[src/rtl/lsu_sram_bridge_if.sv]
// CPU-side load/store request/response bus of the LSU-to-SRAM bridge.
//   req_valid/req_ready  : request handshake (accept when both high)
//   req_we               : 1 = store, 0 = load
//   req_addr             : byte address
//   req_wdata            : store data, right-aligned
//   req_size             : 00 byte, 01 half, 10 word, 11 illegal
//   req_unsigned         : load zero-extend (1) or sign-extend (0)
//   rsp_valid            : one-cycle response strobe
//   rsp_rdata            : extended load data (0 for stores and errors)
//   rsp_err              : fault or timeout flag
// Modports: master = CPU/LSU side, slave = bridge side.
interface lsu_sram_bridge_if;
  logic        req_valid;
  logic        req_ready;
  logic        req_we;
  logic [31:0] req_addr;
  logic [31:0] req_wdata;
  logic [1:0]  req_size;
  logic        req_unsigned;
  logic        rsp_valid;
  logic [31:0] rsp_rdata;
  logic        rsp_err;

  modport master (
    output req_valid, req_we, req_addr, req_wdata, req_size, req_unsigned,
    input  req_ready, rsp_valid, rsp_rdata, rsp_err
  );

  modport slave (
    input  req_valid, req_we, req_addr, req_wdata, req_size, req_unsigned,
    output req_ready, rsp_valid, rsp_rdata, rsp_err
  );
endinterface

[src/rtl/lsu_sram_bridge.sv]
// Load/store adapter in front of the 32-bit IS61WV25616 SRAM controller.
// Takes one byte/half/word request at a time, checks alignment and the
// 512 KB address window, issues a single-cycle read or write pulse with a
// byte-lane mask and lane-replicated write data, waits for the controller
// ack (bounded by TIMEOUT_CYCLES) and returns a one-cycle response.
// Ports:
//   i_clk, i_reset       : clock, synchronous active-low reset
//   cpu                  : CPU request/response bus (slave modport)
//   o_sram_addr          : 16-bit-word address, bit0 always 0
//   o_sram_wdata         : lane-replicated write data
//   o_sram_bmask         : byte-lane mask for reads and writes
//   o_sram_wren/rden     : one-cycle write/read pulses
//   i_sram_rdata         : controller read data, valid with ack
//   i_sram_ack           : controller completion
module lsu_sram_bridge #(
  parameter logic [31:0] BASE_ADDR      = 32'h0008_0000,
  parameter int unsigned TIMEOUT_CYCLES = 16
) (
  input  logic                i_clk,
  input  logic                i_reset,
  lsu_sram_bridge_if.slave    cpu,
  output logic [17:0]         o_sram_addr,
  output logic [31:0]         o_sram_wdata,
  output logic [3:0]          o_sram_bmask,
  output logic                o_sram_wren,
  output logic                o_sram_rden,
  input  logic [31:0]         i_sram_rdata,
  input  logic                i_sram_ack
);

  localparam int unsigned CW = $clog2(TIMEOUT_CYCLES + 1);
  localparam logic [CW-1:0] TMO_LAST = CW'(TIMEOUT_CYCLES - 1);

  typedef enum logic [1:0] {
    S_IDLE,
    S_ISSUE,
    S_WAIT,
    S_RESP
  } state_t;

  state_t state, state_nxt;

  logic        req_we;
  logic [18:0] req_addr;
  logic [31:0] req_wdata;
  logic [1:0]  req_size;
  logic        req_uns;
  logic [31:0] rsp_rdata_q;
  logic        rsp_err_q;
  logic [CW-1:0] tmo_cnt;

  logic        fault;
  logic        tmo_hit;
  logic [31:0] rd_shift;
  logic [31:0] load_ext;
  logic [3:0]  lane_mask;
  logic [31:0] lane_wdata;

  // Request fault check on the live inputs (only meaningful when accepting).
  always_comb begin
    fault = 1'b0;
    case (cpu.req_size)
      2'b00:   fault = 1'b0;
      2'b01:   fault = cpu.req_addr[0];
      2'b10:   fault = |cpu.req_addr[1:0];
      default: fault = 1'b1;
    endcase
    if (cpu.req_addr[31:19] != BASE_ADDR[31:19]) fault = 1'b1;
  end

  assign tmo_hit = (tmo_cnt == TMO_LAST);

  // Accepted requests are naturally aligned, so shifting by the byte offset
  // brings the addressed lane to bit 0 for every size.
  assign rd_shift = i_sram_rdata >> {req_addr[1:0], 3'b000};

  always_comb begin
    load_ext = '0;
    case (req_size)
      2'b00:   load_ext = {{24{~req_uns & rd_shift[7]}}, rd_shift[7:0]};
      2'b01:   load_ext = {{16{~req_uns & rd_shift[15]}}, rd_shift[15:0]};
      default: load_ext = rd_shift;
    endcase
  end

  always_comb begin
    lane_mask  = '0;
    lane_wdata = '0;
    case (req_size)
      2'b00: begin
        lane_mask  = 4'b0001 << req_addr[1:0];
        lane_wdata = {4{req_wdata[7:0]}};
      end
      2'b01: begin
        lane_mask  = req_addr[1] ? 4'b1100 : 4'b0011;
        lane_wdata = {2{req_wdata[15:0]}};
      end
      2'b10: begin
        lane_mask  = 4'b1111;
        lane_wdata = req_wdata;
      end
      default: begin
        lane_mask  = '0;
        lane_wdata = '0;
      end
    endcase
  end

  // State register
  always_ff @(posedge i_clk) begin
    if (!i_reset) state <= S_IDLE;
    else          state <= state_nxt;
  end

  // Next-state logic
  always_comb begin
    state_nxt = state;
    case (state)
      S_IDLE:  if (cpu.req_valid) state_nxt = fault ? S_RESP : S_ISSUE;
      S_ISSUE: state_nxt = S_WAIT;
      S_WAIT:  if (i_sram_ack || tmo_hit) state_nxt = S_RESP;
      S_RESP:  state_nxt = S_IDLE;
      default: state_nxt = S_IDLE;
    endcase
  end

  // Request capture, timeout counter and response registers
  always_ff @(posedge i_clk) begin
    if (!i_reset) begin
      req_we      <= 1'b0;
      req_addr    <= '0;
      req_wdata   <= '0;
      req_size    <= '0;
      req_uns     <= 1'b0;
      rsp_rdata_q <= '0;
      rsp_err_q   <= 1'b0;
      tmo_cnt     <= '0;
    end else begin
      case (state)
        S_IDLE: begin
          if (cpu.req_valid) begin
            req_we      <= cpu.req_we;
            req_addr    <= cpu.req_addr[18:0];
            req_wdata   <= cpu.req_wdata;
            req_size    <= cpu.req_size;
            req_uns     <= cpu.req_unsigned;
            rsp_rdata_q <= '0;
            rsp_err_q   <= fault;
          end
        end
        S_ISSUE: tmo_cnt <= '0;
        S_WAIT: begin
          if (i_sram_ack) begin
            rsp_rdata_q <= req_we ? '0 : load_ext;
            rsp_err_q   <= 1'b0;
          end else if (tmo_hit) begin
            rsp_rdata_q <= '0;
            rsp_err_q   <= 1'b1;
          end else begin
            tmo_cnt <= tmo_cnt + 1'b1;
          end
        end
        S_RESP: begin
          rsp_rdata_q <= '0;
          rsp_err_q   <= 1'b0;
        end
        default: ;
      endcase
    end
  end

  // Outputs: everything forced to 0 outside the states that own it
  always_comb begin
    cpu.req_ready = 1'b0;
    cpu.rsp_valid = 1'b0;
    cpu.rsp_rdata = '0;
    cpu.rsp_err   = 1'b0;
    o_sram_addr   = '0;
    o_sram_wdata  = '0;
    o_sram_bmask  = '0;
    o_sram_wren   = 1'b0;
    o_sram_rden   = 1'b0;
    case (state)
      S_IDLE: cpu.req_ready = 1'b1;
      S_ISSUE: begin
        o_sram_addr  = {req_addr[18:2], 1'b0};
        o_sram_wdata = lane_wdata;
        o_sram_bmask = lane_mask;
        o_sram_wren  = req_we;
        o_sram_rden  = ~req_we;
      end
      S_WAIT: begin
        o_sram_addr  = {req_addr[18:2], 1'b0};
        o_sram_wdata = lane_wdata;
        o_sram_bmask = lane_mask;
      end
      S_RESP: begin
        cpu.rsp_valid = 1'b1;
        cpu.rsp_rdata = rsp_rdata_q;
        cpu.rsp_err   = rsp_err_q;
      end
      default: ;
    endcase
  end

endmodule

[src/flat_wrapper.sv]
// flat-port wrapper written by rule: the top's interface ports become plain ports
module lsu_sram_bridge_flat 
#(
  parameter logic [31:0] BASE_ADDR      = 32'h0008_0000,
  parameter int unsigned TIMEOUT_CYCLES = 16
)
  (i_clk, i_reset, o_sram_addr, o_sram_wdata, o_sram_bmask, o_sram_wren, o_sram_rden, i_sram_rdata, i_sram_ack, cpu_req_valid, cpu_req_we, cpu_req_addr, cpu_req_wdata, cpu_req_size, cpu_req_unsigned, cpu_req_ready, cpu_rsp_valid, cpu_rsp_rdata, cpu_rsp_err);
  lsu_sram_bridge_if cpu_i ();
  input  logic i_clk;
  input  logic i_reset;
  output logic [17:0] o_sram_addr;
  output logic [31:0] o_sram_wdata;
  output logic [3:0] o_sram_bmask;
  output logic o_sram_wren;
  output logic o_sram_rden;
  input  logic [31:0] i_sram_rdata;
  input  logic i_sram_ack;
  input wire logic [$bits(cpu_i.req_valid)-1:0] cpu_req_valid;
  input wire logic [$bits(cpu_i.req_we)-1:0] cpu_req_we;
  input wire logic [$bits(cpu_i.req_addr)-1:0] cpu_req_addr;
  input wire logic [$bits(cpu_i.req_wdata)-1:0] cpu_req_wdata;
  input wire logic [$bits(cpu_i.req_size)-1:0] cpu_req_size;
  input wire logic [$bits(cpu_i.req_unsigned)-1:0] cpu_req_unsigned;
  output wire logic [$bits(cpu_i.req_ready)-1:0] cpu_req_ready;
  output wire logic [$bits(cpu_i.rsp_valid)-1:0] cpu_rsp_valid;
  output wire logic [$bits(cpu_i.rsp_rdata)-1:0] cpu_rsp_rdata;
  output wire logic [$bits(cpu_i.rsp_err)-1:0] cpu_rsp_err;
  assign cpu_i.req_valid = cpu_req_valid;
  assign cpu_i.req_we = cpu_req_we;
  assign cpu_i.req_addr = cpu_req_addr;
  assign cpu_i.req_wdata = cpu_req_wdata;
  assign cpu_i.req_size = cpu_req_size;
  assign cpu_i.req_unsigned = cpu_req_unsigned;
  assign cpu_req_ready = cpu_i.req_ready;
  assign cpu_rsp_valid = cpu_i.rsp_valid;
  assign cpu_rsp_rdata = cpu_i.rsp_rdata;
  assign cpu_rsp_err = cpu_i.rsp_err;
  lsu_sram_bridge #(.BASE_ADDR(BASE_ADDR), .TIMEOUT_CYCLES(TIMEOUT_CYCLES)) u_core (.i_clk(i_clk), .i_reset(i_reset), .cpu(cpu_i), .o_sram_addr(o_sram_addr), .o_sram_wdata(o_sram_wdata), .o_sram_bmask(o_sram_bmask), .o_sram_wren(o_sram_wren), .o_sram_rden(o_sram_rden), .i_sram_rdata(i_sram_rdata), .i_sram_ack(i_sram_ack));
endmodule
[config.mk]
export PLATFORM = sky130hd
export DESIGN_NAME = lsu_sram_bridge_flat
export DESIGN_NICKNAME = d
export VERILOG_FILES = /design/src/rtl/lsu_sram_bridge_if.sv /design/src/rtl/lsu_sram_bridge.sv /design/src/flat_wrapper.sv
export SDC_FILE = /design/constraint.sdc
export NUM_CORES = 1
export LEC_CHECK = 0
export ABC_AREA = 1
export CAP_MARGIN = 20
export CELL_PAD_IN_SITES_DETAIL_PLACEMENT = 1
export CELL_PAD_IN_SITES_GLOBAL_PLACEMENT = 1
export CORE_MARGIN = 8
export CORE_UTILIZATION = 27
export DETAILED_ROUTE_END_ITERATION = 7
export HOLD_SLACK_MARGIN = 0.05
export MAX_ROUTING_LAYER = met4
export PLACE_DENSITY_LB_ADDON = 0.2
export REMOVE_ABC_BUFFERS = 1
export SYNTH_ARGS = -nofsm -noshare
export SYNTH_HDL_FRONTEND = slang
export SYNTH_SLANG_ARGS = --single-unit
[constraint.sdc]
create_clock -name i_clk -period 1.5 [get_ports i_clk]
set_input_delay 0.3 -clock i_clk [delete_from_list [all_inputs] [get_ports i_clk]]
set_output_delay 0.3 -clock i_clk [all_outputs]
set_load 0.01 [all_outputs]
# After elaboration in Yosys (flattened, before gate mapping)
# Index checks and enable logic that the tools add are counted.
# Widths: inputs -> output; s select.
[word_totals]
ff_bits = 95
latchBits = 0
ram_bits = 0
romBits = 0
inputBits = 104
out_inout_bits = 91
n_memories = 0
[classes]
n_addsub = 1
n_mul = 0
div_mod_pow = 0
n_lt_le_gt_ge = 0
eq_ne = 14
shifts = 2
n_mux = 31
bitwise = 4
n_reduce_logical = 12
[op_table]
columns = ["op", "n"]
rows = [
  ["$mux 32", 6],
  ["$pmux 32 s3", 2],
  ["$pmux 32 s2", 1],
  ["$shr 32x5->32", 1],
  ["$mux 18", 1],
  ["$ne 13x1->1 const B", 1],
  ["$pmux 4 s3", 1],
  ["$mux 5", 2],
  ["$pmux 5 s2", 1],
  ["$mux 1", 9],
  ["$eq 2x2->1 const B", 4],
  ["$mux 4", 2],
  ["$pmux 2 s4", 1],
  ["$eq 2x1->1 const B", 3],
  ["$logic_not 2->1", 3],
  ["$mux 2", 3],
  ["$ne 2x2->1 const B", 3],
  ["$pmux 1 s3", 2],
  ["$reduce_and 3->1", 2],
  ["$add 5x1->5 const B", 1],
  ["$eq 5x4->1 const B", 1],
  ["$reduce_and 2->1", 2],
  ["$reduce_or 2->1", 2],
  ["$shl 1x2->4 const A", 1],
  ["other kinds (7)", 9],
]

# Depth between registers and ports, before layout
# Gate-level depths: netlist (run 1).
[depth]
depth_word = 6
depth_mapped = 13
ltp_nobuf = 12

# Worst setup path after synthesis (run 1)
# No wires, ideal clock.
[synth_path]
path_type = "reg2out"
from = "register u_core.state[0]"
to = "output port o_sram_wdata[18]"
t_arrival_ps = 1445
t_required_ps = 1200
setup_slack_ps = -245
path_stages_with_launch = 7
cell_sequence = "dfxtp_1 inv_1 ha_1 clkbuf_1 inv_1 clkbuf_1 a21oi_1"
[synth_between]
elab_chain_cells = 3
word_cells_on_any_way = 4
classes_between = "eq/ne: 2; mux: 1; reduce/logical: 1"
[synth_rtl]
columns = ["item", "line", "source"]
rows = [
  ["start: declaration", "lsu_sram_bridge.sv:41", "state_t state, state_nxt;"],
  ["start signal: assignment", "lsu_sram_bridge.sv:112", "else state <= state_nxt;"],
  ["$eq 2x2->1 / $eq 2x1->1 (equally long branches)", "lsu_sram_bridge.sv:183", "case (state)"],
  ["$reduce_or 2->1 (no line) (*)", "n/a", ""],
  ["$mux 32 (*)", "lsu_sram_bridge.sv:183", ""],
  ["end: declaration", "flat_wrapper.sv:12", "output logic [31:0] o_sram_wdata;"],
]
# Every way passes the cells marked *; elsewhere a longest branch is shown, timed or not.

# Final worst setup path (run 1)
[layout_path]
from = "register u_core.state[1]"
to = "output port o_sram_wdata[15]"
# The elaborated chain is that of the path after synthesis.

==> results of run 1 <==
[cell families after synthesis]
| logic type | after synthesis | synth area share, % |
|---|---|---|
| other | 1 | 0.0708 |
| flip-flops | 95 | 35.9 |
| AO/OA/AOI/OAI | 179 | 18.2 |
| buffers and inverters | 156 | 12.4 |
| adder cells (fa/ha/maj) | 7 | 1.65 |
| AND/OR/NAND/NOR | 412 | 31.8 |
[metrics by stage]
step           TNS [ns]  hold slack, ns  worst slack (ns)  power, mW
5_1_grt          -55.07           0.331            -0.602       17.3
4_1_cts          -43.09           0.308            -0.507       15.3
3_5_place_dp     -56.17           0.459            -0.588       10.7
2_1_floorplan   -110.93           0.423             -1.55       6.85
3_3_place_gp     -50.28           0.455            -0.526       10.6
6_report         -44.68           0.313            -0.492       16.2
[tightest hold or removal path: stages]
cell and delay, ns:
sky130_fd_sc_hd__buf_2 0.18, sky130_fd_sc_hd__o21ai_0 0.10, sky130_fd_sc_hd__nor2_1 0.04
[cells in the final DEF (no fill, tap or decap), types with 3 or more instances in the layout]
cell,n
sky130_fd_sc_hd__buf_4,64
sky130_fd_sc_hd__inv_2,18
sky130_fd_sc_hd__buf_12,18
sky130_fd_sc_hd__or2_2,4
sky130_fd_sc_hd__dfxtp_1,89
sky130_fd_sc_hd__buf_16,6
sky130_fd_sc_hd__a21oi_2,38
sky130_fd_sc_hd__o21ai_1,9
sky130_fd_sc_hd__a22oi_1,7
sky130_fd_sc_hd__ha_4,4
sky130_fd_sc_hd__nor2_2,10
sky130_fd_sc_hd__diode_2,3
sky130_fd_sc_hd__buf_2,62
sky130_fd_sc_hd__nand2_1,183
sky130_fd_sc_hd__clkbuf_16,10
sky130_fd_sc_hd__clkdlybuf4s15_2,6
sky130_fd_sc_hd__nand3_2,4
sky130_fd_sc_hd__nand3b_1,3
sky130_fd_sc_hd__a21oi_1,40
sky130_fd_sc_hd__nand2_2,46
sky130_fd_sc_hd__nand2_4,27
sky130_fd_sc_hd__nor2_1,99
sky130_fd_sc_hd__buf_6,33
sky130_fd_sc_hd__inv_1,85
sky130_fd_sc_hd__o21ai_0,77
sky130_fd_sc_hd__dfxtp_2,6
sky130_fd_sc_hd__nand3_1,10
sky130_fd_sc_hd__clkdlybuf4s50_1,102
sky130_fd_sc_hd__nor2_4,22
[sequential cells by signal (all words and copies together), names as in the netlist]
register and count:
u_core.req_we 1, u_core.rsp_rdata_q 32, u_core.req_wdata 32, u_core.req_uns 1, u_core.state 2, u_core.rsp_err_q 1
u_core.req_addr 19, u_core.req_size 2, u_core.tmo_cnt 5
[per-layer routing]
metal  GRT usage, %  up-vias  share of wire, %
li1               -     3165                 -
met1           21.0     2945                42
met2           32.0      152                50
met3           6.18       16               7.1
met4           2.96        0              0.89
met5              -        -                 0
[power groups by stage]
stage	sequential, mW	clock (mW)	combinational (mW)
after floorplan	3.49	0	3.36
after global placement	3.50	0	7.09
after detailed placement	3.51	0	7.20
after CTS	3.48	2.50	9.35
after global routing	3.58	2.63	11.1
final	3.51	2.43	10.3
[timing repair]
action | in CTS | in global routing
hold endpoints to repair | 0 | 0
pin swaps | 37 | 43
cloned | 9 | 1
endpoints found under the setup margin | 130 | 130
buffers inserted | 21 | 8
resized for setup | 509 | 106
[path summary, 6_finish.rpt]
| kind | from | to | slack [ns] | depth (start not counted) |
|---|---|---|---|---|
| hold / removal | i_reset | u_core.req_addr[3] | 0.31 | 3 |
| hold reg to reg | u_core.rsp_rdata_q[19] | u_core.rsp_rdata_q[19] | 0.47 | 2 |
| setup reg to reg | u_core.tmo_cnt[1] | u_core.rsp_rdata_q[18] | -0.33 | 13 |
| setup / recovery | u_core.state[1] | o_sram_wdata[15] | -0.49 | 7 |
[cell type report]
cell class                      count  area [um^2]
Sequential cell                    95         1910
Tap cell                          265          332
Timing Repair Buffer              296         2890
Clock inverter                      4         52.6
Fill cell                        2391        10100
Antenna cell                        3         7.51
Timing Repair inverter              1         20.0
Clock buffer                       12          246
Multi-Input combinational cell    599         3390
Inverter                          107          430
==> metrics.log, run 1 <==
INFO  metric status = finished with violations
INFO  metric violated_checks = negative setup slack
INFO  metric critical_path.endpoint_type = output port
INFO  metric cell_internal_pwr = 9.25 mW
INFO  metric synth_seq_cells = 95
INFO  metric area_growth_syn_to_layout = 75.0%
INFO  metric cts_buffer_depth = 2
INFO  metric asyncSetResetFlopFracSynth = 0%
INFO  metric syn_inst = 850
INFO  metric final_util = 47.9%
INFO  metric starting_density_of_the_core = 27.4%
INFO  metric aggregate_global_route_resource_usage = 18.6%
INFO  metric power.share.sequential = 21.7%
INFO  metric rsz0062_at_grt = true
INFO  metric final_net_count = 1220
INFO  metric yosysTopAreaCellShare = 35.9%
INFO  metric synthTopCellsByCount = 247 x sky130_fd_sc_hd__nand2_1, 128 x sky130_fd_sc_hd__nor2_1, 98 x sky130_fd_sc_hd__inv_1, 95 x sky130_fd_sc_hd__dfxtp_1, 83 x sky130_fd_sc_hd__o21ai_0
INFO  metric synth_enable_flop_cells = 0
INFO  metric cpLargestDelayFamily = buffers and inverters
INFO  metric cts_made_buffers = 9
INFO  metric power.share.clock = 15.0%
INFO  metric clk_latency = 0.35 ns
INFO  metric cts-root-buf = sky130_fd_sc_hd__clkbuf_16
INFO  metric routedWlPerCell = 16.3 um
INFO  metric critical_path_buf_inv_count = 5
INFO  metric placedCellCount = 1329
INFO  metric power.ir.vdd_worst = 765 uV
INFO  metric power_switching = 6.94 mW
INFO  metric yosys-top-cells-area = sky130_fd_sc_hd__dfxtp_1 36%, sky130_fd_sc_hd__nand2_1 18%, sky130_fd_sc_hd__nor2_1 9.1%
INFO  metric ys_dominant_reg_cell = sky130_fd_sc_hd__dfxtp_1
INFO  metric cts_htree_levels = 3
INFO  metric tritoncts = built
INFO  metric synthMostInstantiatedCell = sky130_fd_sc_hd__nand2_1
INFO  metric combinationalPowerShare = 63.3%
INFO  metric residual_overflow_from_global_routing = 0
INFO  metric syn-cell-area = 0.00530 mm^2
INFO  metric clkTransAtPathRegs = 0.07 ns
INFO  metric cpMaxStageDelayCell = sky130_fd_sc_hd__dfxtp_2
INFO  metric critical_path_class = reg2out
INFO  metric grt_pass1_wl = 34800 um
INFO  metric layout.cell_area.non_filler = 0.00927 mm^2
INFO  metric post_dp_cell_area = 0.00797 mm^2
INFO  metric grt_max_degree = 42
INFO  metric register_area_share_after_synthesis = 35.9%
INFO  metric io_buffers = 193
INFO  metric crit_path_start_kind = register
INFO  metric crit_path_cell_trace = inv_2 -> ha_4 -> buf_12 -> inv_1 -> buf_12 -> a21oi_1 -> buf_2
INFO  metric yosys_warnings = 0
INFO  metric leakagePower = 4.54 nW
INFO  metric core = 0.0193 mm^2
INFO  metric max_cap_viol_count = 0
INFO  metric synth_area_leader_cell = sky130_fd_sc_hd__dfxtp_1
INFO  metric floorplan.rows = 51
INFO  metric y_dimension_of_the_die = 156 um
INFO  metric drive_gt1_share = 35.6%
INFO  metric cp_data_arrival_time = 1.69 ns
INFO  metric first_global_vias = 6662
INFO  metric initial_drc_count = 247
INFO  metric detail_route.drc_violations = 0
INFO  metric power_density = 1750 mW/mm^2
INFO  metric drt_pass1_iterations = 4
INFO  metric fin_crit = 1.99 ns
INFO  metric detailed_place_hpwl = 15700 um
INFO  metric cts.hold.buffers_added = 0
INFO  metric switching_share = 42.9%
INFO  metric report.final.setup_viol = 128
INFO  metric boundaryPins = 195
INFO  metric gpl.final_weighted_congestion = 0.812
INFO  metric viasPerCell = 4.54
INFO  metric antenna_viol_nets_final = 0
INFO  metric max_freq = 502 MHz
INFO  metric route.vias.total = 6278
INFO  metric yosys.cell_types.count = 36
INFO  metric max_stage_delay = 0.33 ns
INFO  metric final_max_slew_viol_count = 0
INFO  metric antenna_found_initial = 3
INFO  metric post-route-period-util = 133%
INFO  metric die_x = 156 um
INFO  metric timing.clock.skew = 0.00415 ns
INFO  metric dieArea = 0.0244 mm^2
INFO  metric finalHoldViolations = 0
INFO  metric timing.critical_path.required = 1.20 ns
INFO  metric critical_path.most_common_cell = sky130_fd_sc_hd__buf_12
INFO  metric numClockSinks = 95
INFO  metric synthesis.area_per_instance = 6.23 um^2
INFO  metric layoutNonFillerInstCount = 1382
INFO  metric detailed_route_wl = 22500 um
INFO  metric timing.final.ws_setup = -0.492 ns
INFO  metric worst_hold_path_type = in2reg
INFO  metric critical_path.max_fanout = 10
(Power assumes the default switching activity.)
==> run 2: changes to the inputs <==
MAX_ROUTING_LAYER = unset   (was met4)
==> run 2 against run 1 <==
The run still ends with negative setup slack left. Setup slack is essentially flat. Utilization is essentially flat. Clock-buffer cell count is the same. Critical endpoint unchanged.
==> metrics.log, run 2 (synthesis gave the netlist of run 1 again) <==
INFO  metric clkTransAtPathRegs = 0.07 ns (about the same)
INFO  metric starting_density_of_the_core = 27.4% (unchanged)
INFO  metric timing.final.ws_setup = -0.492 ns (about the same)
INFO  metric origin_of_the_worst_min_delay_path = i_reset (unchanged)
INFO  metric rsz0062_at_grt = true (unchanged)
INFO  metric routedWlPerCell = 16.3 um (about the same)
INFO  metric regToRegEndpoint = u_core.rsp_rdata_q[18] (unchanged)
INFO  metric totalPowerFinal = 16.2 mW (about the same)
INFO  metric layout.area.seq = 0.00191 mm^2 (unchanged)
INFO  metric leakagePower = 4.54 nW (about the same)
INFO  metric final_max_slew_viol_count = 0 (unchanged)
INFO  metric multi_input_comb_area = 0.00339 mm^2 (unchanged)
INFO  metric first_global_vias = 6671 (was 6662)
INFO  metric timing.critical_path.required = 1.20 ns (about the same)
INFO  metric max_freq = 502 MHz (about the same)
INFO  metric detail_route.drc_violations = 0 (unchanged)
INFO  metric max_cap_viol_count = 0 (unchanged)
INFO  metric gpl.final_weighted_congestion = 0.800 (was 0.812)
INFO  metric finalHoldViolations = 0 (unchanged)
INFO  metric critical_path.most_common_cell = sky130_fd_sc_hd__buf_12 (unchanged)
INFO  metric most-common-layout-cells = 183 x sky130_fd_sc_hd__nand2_1, 102 x sky130_fd_sc_hd__clkdlybuf4s50_1, 99 x sky130_fd_sc_hd__nor2_1, 89 x sky130_fd_sc_hd__dfxtp_1, 85 x sky130_fd_sc_hd__inv_1 (unchanged)
INFO  metric pre_cts_slack = -0.588 ns (unchanged)
INFO  metric min_path_cells = 3 (unchanged)
INFO  metric ff_to_ff_setup_slack = -0.33 ns (about the same)
INFO  metric top_regs = u_core.req_wdata: 32 flops, u_core.rsp_rdata_q: 32 flops, u_core.req_addr: 19 flops (unchanged)
INFO  metric critical_path.max_fanout = 10 (unchanged)
INFO  metric antenna_found_initial = 3 (unchanged)
INFO  metric boundaryPins = 195 (unchanged)
INFO  metric core = 0.0193 mm^2 (unchanged)
INFO  metric die_x = 156 um (unchanged)
INFO  metric antenna_viol_nets_final = 0 (unchanged)
INFO  metric whs_endpoint = u_core.req_addr[3] (unchanged)
INFO  metric crit_path_cell_trace = inv_2 -> ha_4 -> buf_12 -> inv_1 -> buf_12 -> a21oi_1 -> buf_2 (unchanged)
INFO  metric post_dp_cell_area = 0.00797 mm^2 (unchanged)
INFO  metric report.final.setup_viol = 128 (unchanged)
INFO  metric cpLargestDelayFamily = buffers and inverters (unchanged)
INFO  metric cts.hold.buffers_added = 0 (unchanged)
INFO  metric violated_checks = negative setup slack (unchanged)
INFO  metric dieArea = 0.0244 mm^2 (unchanged)
INFO  metric power.ir.vdd_worst = 766 uV (was 765 uV)
INFO  metric grt_pass1_wl = 34800 um (about the same)
INFO  metric y_dimension_of_the_die = 156 um (unchanged)
INFO  metric max_stage_delay = 0.33 ns (about the same)
INFO  metric initial_drc_count = 240 (was 247)
INFO  metric layout.cell_area.non_filler = 0.00926 mm^2 (was 0.00927 mm^2)
INFO  metric cpMaxStageDelayCell = sky130_fd_sc_hd__dfxtp_2 (unchanged)
INFO  metric floorplan.rows = 51 (unchanged)
INFO  metric residual_overflow_from_global_routing = 0 (unchanged)
INFO  metric grtUsageMet1 = 20.6% (was 21.0%)
INFO  metric worst_hold_path_type = in2reg (unchanged)
INFO  metric timing.clock.skew = 0.00314 ns (was 0.00415 ns)
INFO  metric power_density = 1750 mW/mm^2 (about the same)
INFO  metric grt_max_degree = 42 (unchanged)
INFO  metric area_growth_syn_to_layout = 74.8% (was 75.0%)
INFO  metric layoutNonFillerInstCount = 1379 (was 1382)
INFO  metric global_route.peak_usage_layer = met2 (unchanged)
INFO  metric placedCellCount = 1329 (unchanged)
INFO  metric most_frequent_standard_cell_in_the_layout_excluding_fill_and_tap_cells = sky130_fd_sc_hd__nand2_1 (unchanged)
INFO  metric n_fill_cell = 2391 (unchanged)
INFO  metric clk_latency = 0.35 ns (about the same)
INFO  metric cts_made_buffers = 9 (unchanged)
INFO  metric grt_use_met2 = 32.1% (was 32.0%)
INFO  metric cts_buffer_depth = 2 (unchanged)
INFO  metric crit_path_start_kind = register (unchanged)
INFO  metric critical_path_class = reg2out (unchanged)
INFO  metric critical_path.endpoint_type = output port (unchanged)
INFO  metric fin_crit = 1.99 ns (about the same)
INFO  metric route.vias.total = 6254 (was 6278)
INFO  metric critical_path_buf_inv_count = 5 (unchanged)
INFO  metric n_antenna_cell = 0 (was 3)
INFO  metric drt_pass1_iterations = 4 (unchanged)
INFO  metric cts_htree_levels = 3 (unchanged)
INFO  metric status = finished with violations (unchanged)
INFO  metric drive_gt1_share = 35.6% (unchanged)
INFO  metric aggregate_global_route_resource_usage = 18.1% (was 18.6%)
INFO  metric cts-root-buf = sky130_fd_sc_hd__clkbuf_16 (unchanged)
INFO  metric post-route-period-util = 133% (about the same)
INFO  metric tritoncts = built (unchanged)
INFO  metric detailed_place_hpwl = 15700 um (unchanged)
INFO  metric final_net_count = 1220 (unchanged)
INFO  metric detailed_route_wl = 22500 um (about the same)
INFO  metric r2r.worst_path.cells = 13 (unchanged)
INFO  metric viasPerCell = 4.54 (about the same)
INFO  metric gr-usage-met3 = 6.65% (was 6.18%)
INFO  metric setup_tns = -44.69 ns (was -44.68 ns)
INFO  metric numClockSinks = 95 (unchanged)
INFO  metric cp_data_arrival_time = 1.69 ns (about the same)
INFO  metric crit-reg2reg-launch = u_core.tmo_cnt[1] (unchanged)
INFO  metric io_buffers = 193 (unchanged)
-- run 2: worst max-delay path by stage --
stage	cells past startpoint	startpoint	to	slack [ns]
after floorplan	6	u_core.state[0]	u_core.req_addr[10]	-1.55
after global placement	6	u_core.state[0]	o_sram_bmask[3]	-0.53
after detailed placement	6	u_core.state[1]	o_sram_wdata[28]	-0.59
after CTS	7	u_core.state[0]	o_sram_wdata[15]	-0.51
after global routing	7	u_core.state[0]	o_sram_wdata[18]	-0.60
final	7	u_core.state[1]	o_sram_wdata[15]	-0.49
-- run 2: area by class of cell --
cell class / instances / share of cell area (%)
clock inverters: 4 / 0.567
inverters: 107 / 4.65
repair inverters: 1 / 0.216
flip-flops and latches: 95 / 20.6
clock buffers: 12 / 2.66
well taps: 265 / 3.58
multi-input cells: 599 / 36.6
repair buffers: 296 / 31.2
-- run 2: timing repair --
action                     4_1_cts  5_1_grt
resized for setup              509      106
pin swaps                       37       43
cloned                           9        1
setup endpoints to repair      130      130
buffers inserted                21        8
-- run 2: tightest hold or removal path, stage by stage --
cell                      delay, ns
sky130_fd_sc_hd__buf_2         0.19
sky130_fd_sc_hd__o21ai_0       0.10
sky130_fd_sc_hd__nor2_1        0.04
-- run 2: layer usage --
metal	vias to the layer above	part of all wire (%)
met5	-	0.16
met1	2919	42
met4	6	0.87
li1	3156	-
met2	152	50
met3	21	7.3
-- run 2: where the power goes --
group          switching [mW]  leakage (nW)  total, mW  internal (mW)
clock                    1.08         0.147       2.43           1.35
sequential              0.407         0.780       3.51           3.10
combinational            5.46          3.62       10.3           4.80
-- run 2: stage by stage --
stage          hold WS, ns  util, %
3_5_place_dp         0.459     41.2
3_3_place_gp         0.455     41.2
2_1_floorplan        0.423        -
4_1_cts              0.308     45.8
5_1_grt              0.336     47.9
6_report             0.319     47.9
==> run 3: changes to the inputs <==
ABC_AREA = unset   (was 1)
CORE_MARGIN = unset   (was 8)
CORE_UTILIZATION = 29   (was 27)
==> run 3 against run 2 <==
The flow still finishes with violations (negative setup slack). Worst hold slack better by 0.14 ns. Sequential cell count stayed put. First-iteration DRC count is 26% lower. Routed wire length is 12% lower. Area after synthesis is 2.1% lower. Setup slack better by 0.024 ns.
==> metrics.log, run 3 <==
INFO  metric whs_endpoint = u_core.rsp_rdata_q[8] (was u_core.req_addr[3])
INFO  metric starting_density_of_the_core = 29.9% (was 27.4%)
INFO  metric worst_hold_path_type = reg2reg (was in2reg)
INFO  metric violated_checks = negative setup slack (unchanged)
INFO  metric ff_to_ff_setup_slack = -0.47 ns (was -0.33 ns)
INFO  metric post_dp_cell_area = 0.00800 mm^2 (was 0.00797 mm^2)
INFO  metric fin_crit = 1.97 ns (was 1.99 ns)
INFO  metric grt_max_degree = 51 (was 42)
INFO  metric residual_overflow_from_global_routing = 0 (unchanged)
INFO  metric synth_seq_cells = 95 (unchanged)
INFO  metric ys_dominant_reg_cell = sky130_fd_sc_hd__dfxtp_1 (unchanged)
INFO  metric die_x = 136 um (was 156 um)
INFO  metric critical_path.endpoint_type = register (was output port)
INFO  metric rsz0062_at_grt = true (unchanged)
INFO  metric clk_latency = 0.35 ns (about the same)
INFO  metric timing.max_slew.rel_slack = 63.8%
INFO  metric top_regs = u_core.req_wdata: 32 flops, u_core.rsp_rdata_q: 32 flops, u_core.req_addr: 19 flops (unchanged)
INFO  metric max_slew.worst_pin.slew = 0.542 ns
INFO  metric layout.cell_area.non_filler = 0.00885 mm^2 (was 0.00926 mm^2)
INFO  metric min_path_cells = 1 (was 3)
INFO  metric most_frequent_standard_cell_in_the_layout_excluding_fill_and_tap_cells = sky130_fd_sc_hd__nand2_1 (unchanged)
INFO  metric boundaryPins = 195 (unchanged)
INFO  metric yosysTopAreaCellShare = 36.7% (was 35.9%)
INFO  metric origin_of_the_worst_min_delay_path = u_core.rsp_rdata_q[8] (was i_reset)
INFO  metric io_buffers = 193 (unchanged)
INFO  metric synthesis.area_per_instance = 8.46 um^2 (was 6.23 um^2)
INFO  metric critical_path.max_fanout = 5 (was 10)
INFO  metric clkTransAtPathRegs = 0.08 ns (was 0.07 ns)
INFO  metric yosys_warnings = 0 (unchanged)
INFO  metric cts_made_buffers = 9 (unchanged)
INFO  metric drt_pass1_iterations = 4 (unchanged)
INFO  metric detailed_place_hpwl = 13400 um (was 15700 um)
INFO  metric synthMostInstantiatedCell = sky130_fd_sc_hd__nand2_1 (unchanged)
INFO  metric dieArea = 0.0184 mm^2 (was 0.0244 mm^2)
INFO  metric power.ir.vdd_worst = 758 uV (was 766 uV)
INFO  metric timing.clock.skew = 0.00842 ns (was 0.00314 ns)
INFO  metric y_dimension_of_the_die = 136 um (was 156 um)
INFO  metric syn_inst = 613 (was 850)
INFO  metric initial_drc_count = 178 (was 240)
INFO  metric synth_area_leader_cell = sky130_fd_sc_hd__dfxtp_1 (unchanged)
INFO  metric max_freq = 508 MHz (was 502 MHz)
INFO  metric first_global_vias = 5815 (was 6671)
INFO  metric synth_enable_flop_cells = 0 (unchanged)
INFO  metric timing.critical_path.required = 1.74 ns (was 1.20 ns)
INFO  metric crit-reg2reg-launch = u_core.tmo_cnt[1] (unchanged)
INFO  metric finalHoldViolations = 0 (unchanged)
INFO  metric grt_pass1_wl = 30400 um (was 34800 um)
INFO  metric most-common-layout-cells = 132 x sky130_fd_sc_hd__nand2_1, 102 x sky130_fd_sc_hd__clkdlybuf4s50_1, 88 x sky130_fd_sc_hd__dfxtp_1, 84 x sky130_fd_sc_hd__buf_4, 57 x sky130_fd_sc_hd__buf_2 (was 183 x sky130_fd_sc_hd__nand2_1, 102 x sky130_fd_sc_hd__clkdlybuf4s50_1, 99 x sky130_fd_sc_hd__nor2_1, 89 x sky130_fd_sc_hd__dfxtp_1, 85 x sky130_fd_sc_hd__inv_1)
INFO  metric report.final.setup_viol = 129 (was 128)
INFO  metric numClockSinks = 95 (unchanged)
INFO  metric synthTopCellsByCount = 133 x sky130_fd_sc_hd__nand2_1, 95 x sky130_fd_sc_hd__dfxtp_1, 77 x sky130_fd_sc_hd__and2_1, 57 x sky130_fd_sc_hd__a21boi_0, 27 x sky130_fd_sc_hd__clkbuf_1 (was 247 x sky130_fd_sc_hd__nand2_1, 128 x sky130_fd_sc_hd__nor2_1, 98 x sky130_fd_sc_hd__inv_1, 95 x sky130_fd_sc_hd__dfxtp_1, 83 x sky130_fd_sc_hd__o21ai_0)
INFO  metric tritoncts = built (unchanged)
INFO  metric leakagePower = 3.59 nW (was 4.54 nW)
INFO  metric regToRegEndpoint = u_core.rsp_rdata_q[21] (was u_core.rsp_rdata_q[18])
INFO  metric antenna_found_initial = 0 (was 3)
INFO  metric yosys.cell_types.count = 47 (was 36)
INFO  metric totalPowerFinal = 11.9 mW (was 16.2 mW)
INFO  metric aggregate_global_route_resource_usage = 21.1% (was 18.1%)
INFO  metric area_growth_syn_to_layout = 70.6% (was 74.8%)
INFO  metric power_density = 1350 mW/mm^2 (was 1750 mW/mm^2)
INFO  metric setup_tns = -43.92 ns (was -44.69 ns)
INFO  metric cts_buffer_depth = 2 (unchanged)
INFO  metric asyncSetResetFlopFracSynth = 0% (unchanged)
INFO  metric cp_data_arrival_time = 2.21 ns (was 1.69 ns)
INFO  metric viasPerCell = 4.92 (was 4.54)
INFO  metric syn-cell-area = 0.00519 mm^2 (was 0.00530 mm^2)
INFO  metric final_util = 51.0% (was 47.9%)
INFO  metric critical_path_class = reg2reg (was reg2out)
INFO  metric cts-root-buf = sky130_fd_sc_hd__clkbuf_16 (unchanged)
INFO  metric detailed_route_wl = 19900 um (was 22500 um)
INFO  metric final_net_count = 993 (was 1220)
INFO  metric status = finished with violations (unchanged)
INFO  metric drive_gt1_share = 39.3% (was 35.6%)
INFO  metric route.vias.total = 5471 (was 6254)
INFO  metric n_fill_cell = 1955 (was 2391)
INFO  metric r2r.worst_path.cells = 7 (was 13)
INFO  metric post-route-period-util = 131% (was 133%)
INFO  metric detail_route.drc_violations = 0 (unchanged)
INFO  metric cts_htree_levels = 3 (unchanged)
INFO  metric yosys-top-cells-area = sky130_fd_sc_hd__dfxtp_1 37%, sky130_fd_sc_hd__nand2_1 9.6%, sky130_fd_sc_hd__and2_1 9.3% (was sky130_fd_sc_hd__dfxtp_1 36%, sky130_fd_sc_hd__nand2_1 18%, sky130_fd_sc_hd__nor2_1 9.1%)
INFO  metric antenna_viol_nets_final = 0 (unchanged)
INFO  metric core = 0.0174 mm^2 (was 0.0193 mm^2)
INFO  metric register_area_share_after_synthesis = 36.7% (was 35.9%)
INFO  metric floorplan.rows = 48 (was 51)
INFO  metric timing.final.ws_setup = -0.469 ns (was -0.492 ns)
INFO  metric gpl.final_weighted_congestion = 0.839 (was 0.800)
INFO  metric crit_path_start_kind = register (unchanged)
INFO  metric final_max_slew_viol_count = 0 (unchanged)
INFO  metric max_cap_viol_count = 0 (unchanged)
INFO  metric n_antenna_cell = 0 (unchanged)
INFO  metric routedWlPerCell = 17.9 um (was 16.3 um)
-- run 3: cell types whose count changed after synthesis, moves of 62 or more --
cell                      before  now
sky130_fd_sc_hd__inv_1        98   13
sky130_fd_sc_hd__and2_1        0   77
sky130_fd_sc_hd__a21oi_1      68    6
sky130_fd_sc_hd__nand2_1     247  133
sky130_fd_sc_hd__nor2_1      128   13
sky130_fd_sc_hd__o21ai_0      83    9
-- run 3: worst max-delay path: stages, from the launching register on --
cell and delay (ns):
sky130_fd_sc_hd__dfxtp_2 0.36, sky130_fd_sc_hd__ha_4 0.14, sky130_fd_sc_hd__and3_4 0.18, sky130_fd_sc_hd__ha_4 0.14, sky130_fd_sc_hd__nor3b_4 0.05, sky130_fd_sc_hd__or3_4 0.41
sky130_fd_sc_hd__and2_4 0.22, sky130_fd_sc_hd__a221o_1 0.35
-- run 3: how the worst max path moves through the flow --
stage,to,start,cells past startpoint,slack (ns)
3_5_place_dp,o_sram_bmask[2],u_core.state[0],6,-0.72
6_report,u_core.rsp_rdata_q[21],u_core.tmo_cnt[1],7,-0.47
3_3_place_gp,o_sram_bmask[2],u_core.state[0],6,-0.65
2_1_floorplan,u_core.rsp_rdata_q[16],u_core.state[0],6,-0.85
5_1_grt,o_sram_bmask[2],u_core.state[0],6,-0.53
4_1_cts,o_sram_bmask[0],u_core.state[0],6,-0.45
-- run 3: kinds of logic (layout without fill, tap and decap cells) --
logic type	Yosys count	count (layout)	share of synthesized area, %
AO/OA/AOI/OAI	139	139	20.6
XOR/XNOR	4	4	0.675
adder cells (fa/ha/maj)	7	7	1.69
buffers and inverters	62	333	5.35
flip-flops	95	95	36.7
multiplexers	33	33	8.68
other	1	1	0.0723
AND/OR/NAND/NOR	272	275	26.3
-- run 3: final cells by class --
class	instances	area (um^2)	area share, %
Tap cell	225	282	3.18
Sequential cell	95	1920	21.6
Clock buffer	9	225	2.54
Multi-Input combinational cell	459	3540	40.1
Clock inverter	7	60.1	0.679
Timing Repair Buffer	304	2770	31.3
Inverter	13	48.8	0.551
-- run 3: per-layer routing --
metal	global-route usage [%]	share of wire, %	up-vias
met4	6.68	2.1	0
met5	0	0	-
met1	24.8	42	2642
met3	4.26	6.0	26
met2	38.0	50	160
li1	-	-	2643
-- run 3: where the power goes --
group          total [mW]  switching, mW  leakage, nW  internal [mW]
logic                6.49           3.05         2.66           3.44
clock network        2.29           1.13        0.143           1.16
registers            3.16          0.262        0.777           2.89
total                11.9           4.44         3.59           7.50
-- run 3: stage by stage --
stage	cells	worst slack [ns]	hold WS, ns
floorplan	564	-0.848	0.422
detailed placement	1079	-0.720	0.442
global route	1112	-0.530	0.479
global placement	1079	-0.646	0.445
finish	1112	-0.469	0.461
CTS	1109	-0.449	0.465
-- run 3: repair_timing --
item	CTS	global route
hold buffers	0	0
buffers inserted	9	2
setup endpoints to repair	132	131
pin swaps	28	17
gates cloned	5	1
resized for setup	472	74
